<file path="src/rtl/shift_add_mult_ctrl.sv">
// Shift-add multiplier sequencer: one shared upper-half adder reused over
// WIDTH add/shift iterations, with valid/ready handshakes on both sides.
module shift_add_mult_ctrl #(
    parameter int WIDTH = 16
) (
    input  logic                 clk,
    input  logic                 rst,
    input  logic                 in_valid,
    output logic                 in_ready,
    input  logic [WIDTH-1:0]     in_a,
    input  logic [WIDTH-1:0]     in_b,
    output logic                 out_valid,
    input  logic                 out_ready,
    output logic [2*WIDTH-1:0]   out_product,
    output logic                 busy
);

    localparam int CW = (WIDTH > 2) ? $clog2(WIDTH) : 1;
    localparam logic [CW-1:0] CNT_LAST = CW'(WIDTH - 1);

    typedef enum logic [1:0] {
        S_IDLE,
        S_ADD,
        S_SHIFT,
        S_DONE
    } state_e;

    state_e             state_q, state_d;
    logic [2*WIDTH:0]   acc_q, acc_d;
    logic [WIDTH-1:0]   mcand_q, mcand_d;
    logic [CW-1:0]      cnt_q, cnt_d;

    // State and datapath registers; reset clears everything, aborting any op.
    always_ff @(posedge clk) begin
        if (rst) begin
            state_q <= S_IDLE;
            acc_q   <= '0;
            mcand_q <= '0;
            cnt_q   <= '0;
        end else begin
            state_q <= state_d;
            acc_q   <= acc_d;
            mcand_q <= mcand_d;
            cnt_q   <= cnt_d;
        end
    end

    // Next-state and datapath update: capture, conditional add, shift, hold.
    always_comb begin
        state_d = state_q;
        acc_d   = acc_q;
        mcand_d = mcand_q;
        cnt_d   = cnt_q;
        unique case (state_q)
            S_IDLE: begin
                if (in_valid) begin
                    acc_d   = {1'b0, {WIDTH{1'b0}}, in_b};
                    mcand_d = in_a;
                    cnt_d   = '0;
                    state_d = S_ADD;
                end
            end
            S_ADD: begin
                if (acc_q[0]) begin
                    acc_d[2*WIDTH:WIDTH] = {1'b0, acc_q[2*WIDTH-1:WIDTH]}
                                         + {1'b0, mcand_q};
                end
                state_d = S_SHIFT;
            end
            S_SHIFT: begin
                acc_d = acc_q >> 1;
                if (cnt_q == CNT_LAST) begin
                    state_d = S_DONE;
                end else begin
                    cnt_d   = cnt_q + CW'(1);
                    state_d = S_ADD;
                end
            end
            S_DONE: begin
                if (out_ready) begin
                    state_d = S_IDLE;
                end
            end
            default: state_d = S_IDLE;
        endcase
    end

    assign in_ready    = (state_q == S_IDLE);
    assign out_valid   = (state_q == S_DONE);
    assign busy        = (state_q == S_ADD) || (state_q == S_SHIFT);
    assign out_product = acc_q[2*WIDTH-1:0];

endmodule
</file>
<file path="config.mk">
export PLATFORM = sky130hd
export DESIGN_NAME = shift_add_mult_ctrl
export DESIGN_NICKNAME = d
export VERILOG_FILES = /design/src/rtl/shift_add_mult_ctrl.sv
export SDC_FILE = /design/constraint.sdc
export NUM_CORES = 1
export LEC_CHECK = 0
export CAP_MARGIN = 20
export CORE_MARGIN = 10
export CORE_UTILIZATION = 45
export CTS_CLUSTER_DIAMETER = 100
export DETAILED_ROUTE_END_ITERATION = 12
export DONT_BUFFER_PORTS = 1
export GPL_TIMING_DRIVEN = 0
export SLEW_MARGIN = 20
export SYNTH_ARGS = -nofsm -noshare
export SYNTH_HDL_FRONTEND = slang
export SYNTH_SLANG_ARGS = --single-unit
</file>
<file path="constraint.sdc">
create_clock -name clk -period 2.3 [get_ports clk]
set_input_delay 0.345 -clock clk [delete_from_list [all_inputs] [get_ports clk]]
set_output_delay 0.345 -clock clk [all_outputs]
set_load 0.1 [all_outputs]
</file>
==> reports/qor.yml <==
run_status: "finished clean"
final-seq-area_mm2: 0.00111
post-synth-top-count-cell: "sky130_fd_sc_hd__dfxtp_1"
maximum_number_of_pins_on_one_net_before_global_route_repair: 20
synth.ff_latch_count: 55
setup-violations-final: 0
clockRootBuffer: "sky130_fd_sc_hd__clkbuf_8"
rsz0062_at_grt: "no"
tritoncts: "done"
num-nets-final: 468
worst_setup_hold_path_clk_slew_ps: 120
power.sequential.fraction: 0.325
std_cell_rows: 31
synth_to_final_area_change_pct: 9.52
synth_enable_flop_cells: 0
syn-instance-count: 404
pre_cts_ws_ps: -233
power.share.switching: 0.514
die_footprint_mm2: 0.0112
ratio_of_routed_vias_to_standard_cells: 5.49
fin_cells: 510
clock_power_share: 0.156
globalplace.congestion: 0.850
port-buffer-count: 0
cts_htree_levels: 2
clock_latency_ps: 320
switchingPower_w: 0.00192
fraction_of_the_yosys_area_taken_by_sequential_cells: 0.331
number_of_global_route_vias_before_repair: 2855
yosysUniqueCellTypes: 51
finalClockSkew_ps: 10.9
cellLeakagePower_nw: 1.45
io_pins: 71
tritoncts.num_buffers: 5
gr-total-overflow: 0
multiInputGateArea_mm2: 0.00194
power_density_mw_per_mm2: 1020
critical_path.max_fanout: 4
maxCapViolations: 0
final.period_utilization: 0.948
data_arrival_time_at_the_worst_slack_endpoint_ps: 2420
drt-pass1-iter-count: 4
first_pass_grt_wire_length_um: 14100
synthArstFlopShare: 0
postRouteWirelength_um: 8600
design_power_total_w: 0.00373
cp-start-kind: "flip-flop"
utilization: 0.505
intPower_w: 0.00182
core-area_mm2: 0.00721
fillers: 736
syn-mean-instance-area_um2: 8.23
synth_area_mm2: 0.00332
slew_headroom: 0.508
yosysTopAreaCell: "sky130_fd_sc_hd__dfxtp_1"
fin_ws_ps: 120
dominantRegCellSynth: "sky130_fd_sc_hd__dfxtp_1"
end_kind: "flip-flop"
report.final.slew_viol_count: 0
drc: 0
grt_antenna_before_repair: 0
tightestPinTransition_ps: 737
die_width_um: 106
crit_type: "reg2reg"
diodes: 0
dpl.hpwl_um: 6580
initial_utilization: 0.461
layout-drive-gt1-share: 0.178
post_synth_most_frequent_cells: "sky130_fd_sc_hd__dfxtp_1 (55), sky130_fd_sc_hd__nand2_1 (46), sky130_fd_sc_hd__a21oi_1 (43), sky130_fd_sc_hd__buf_4 (33), sky130_fd_sc_hd__nor2_1 (26)"
ant_nets: 0
worst_ep_required_time_ps: 2540
fmaxAchievable_mhz: 459
synthTopCellsByArea: "sky130_fd_sc_hd__dfxtp_1 (33%), sky130_fd_sc_hd__ha_1 (7.9%), sky130_fd_sc_hd__buf_4 (7.5%)"
holdCritPathClass: "in2reg"
max-clock-path-buffers: 2
total_via_count_after_detailed_routing: 2799
mapped_nets: 462
placed_cells_incl_taps: 503
hold_buffers: 0
wl_per_cell_um: 16.9
cts_setup_buffers: 0
chipHeight_um: 106
grt_util_all_layers: 0.150
worst_ir_drop_vdd_v: 0.00102
synth-warning-count: 0
numClockSinks: 55
yosys.area.top_type_share: 0.331
final_hold_viol_count: 0
period_minus_slack_ps: 2180
drt_iter0_drc: 170
pwr-share-comb: 0.519
state kept, by name, summed over array words and instances, names as in the netlist:
signal	flops
state_q	2
mcand_q	16
acc_q	33
cnt_q	4
worst max-delay path, cell delays in order (launching register included):
cell and delay [ps]:
sky130_fd_sc_hd__dfxtp_1 400, sky130_fd_sc_hd__ha_4 170, sky130_fd_sc_hd__inv_1 50, sky130_fd_sc_hd__fa_1 380, sky130_fd_sc_hd__nand2b_4 180, sky130_fd_sc_hd__a21oi_4 180, sky130_fd_sc_hd__o211ai_1 140, sky130_fd_sc_hd__a21bo_1 250
sky130_fd_sc_hd__nand3b_4 160, sky130_fd_sc_hd__a211oi_2 210
placed cells by master, fill, tap and decap left out, drive strengths merged, types with 6 or more instances in the layout:
| master | Yosys | final |
|---|---|---|
| o21ai | 13 | 13 |
| a21o | 6 | 6 |
| a21oi | 43 | 43 |
| nor2 | 27 | 27 |
| nand2 | 46 | 46 |
| and3 | 12 | 12 |
| a211oi | 19 | 19 |
| inv | 10 | 11 |
| ha | 21 | 21 |
| o22ai | 9 | 9 |
| mux2i | 16 | 16 |
| nor3 | 8 | 8 |
| clkbuf | 15 | 21 |
| buf | 39 | 37 |
| dfxtp | 55 | 55 |
| xnor2 | 7 | 7 |
| nand4 | 6 | 6 |
| nand3 | 9 | 9 |
timing repair:
action / 4_1_cts / 5_1_grt
pin swaps: 1 / 5
endpoints found under the setup margin: 43 / 42
hold endpoints to repair: 0 / 0
resized for setup: 8 / 21
final cells by class:
cell class	count	share of cell area
Buffer	53	0.0924
Clock buffer	5	0.0189
Clock inverter	3	0.00756
Inverter	10	0.0103
Multi-Input combinational cell	285	0.533
Sequential cell	55	0.304
Tap cell	99	0.0340
routing by layer:
| metal | vias to the layer above | GRT usage | wire length (um) |
|---|---|---|---|
| met1 | 1310 | 0.191 | 3950 |
| met2 | 59 | 0.248 | 4080 |
| met3 | 8 | 0.0399 | 487 |
| met5 | - | 0 | 0 |
| met4 | 0 | 0.0358 | 87 |
| li1 | 1422 | - | - |
cells by family after synthesis:
logic type,share of synthesized area
AOI/OAI and AO/OA,0.216
xor gates and xnor gates,0.0290
adders and majority gates,0.0851
buffers and inverters,0.112
DFF,0.331
muxes,0.0482
and+or+nand+nor,0.178
through the flow:
stage          hold WS [ps]  area [um^2]  TNS [ps]
2_1_floorplan           440         3330         0
3_3_place_gp            453         3450     -3030
3_5_place_dp            458         3450     -5140
4_1_cts                 141         3590         0
5_1_grt                 144         3640         0
6_report                145         3640         0
worst paths after layout:
check | startpoint | to | slack, ps | depth (start not counted)
setup / recovery | mcand_q[0] | acc_q[32] | 120 | 9
setup reg to reg | mcand_q[0] | acc_q[32] | 120 | 9
hold / removal | in_a[10] | mcand_q[10] | 150 | 2
hold reg to reg | mcand_q[15] | mcand_q[15] | 470 | 2
power groups by stage:
stage          Sequential [W]  Clock, W  Combinational, W
6_report              0.00121  0.000583           0.00193
5_1_grt               0.00124  0.000636           0.00207
4_1_cts               0.00121  0.000602           0.00191
3_5_place_dp          0.00124         0           0.00187
3_3_place_gp          0.00123         0           0.00185
2_1_floorplan         0.00120         0           0.00163
Power figures use the tool's default switching activity.
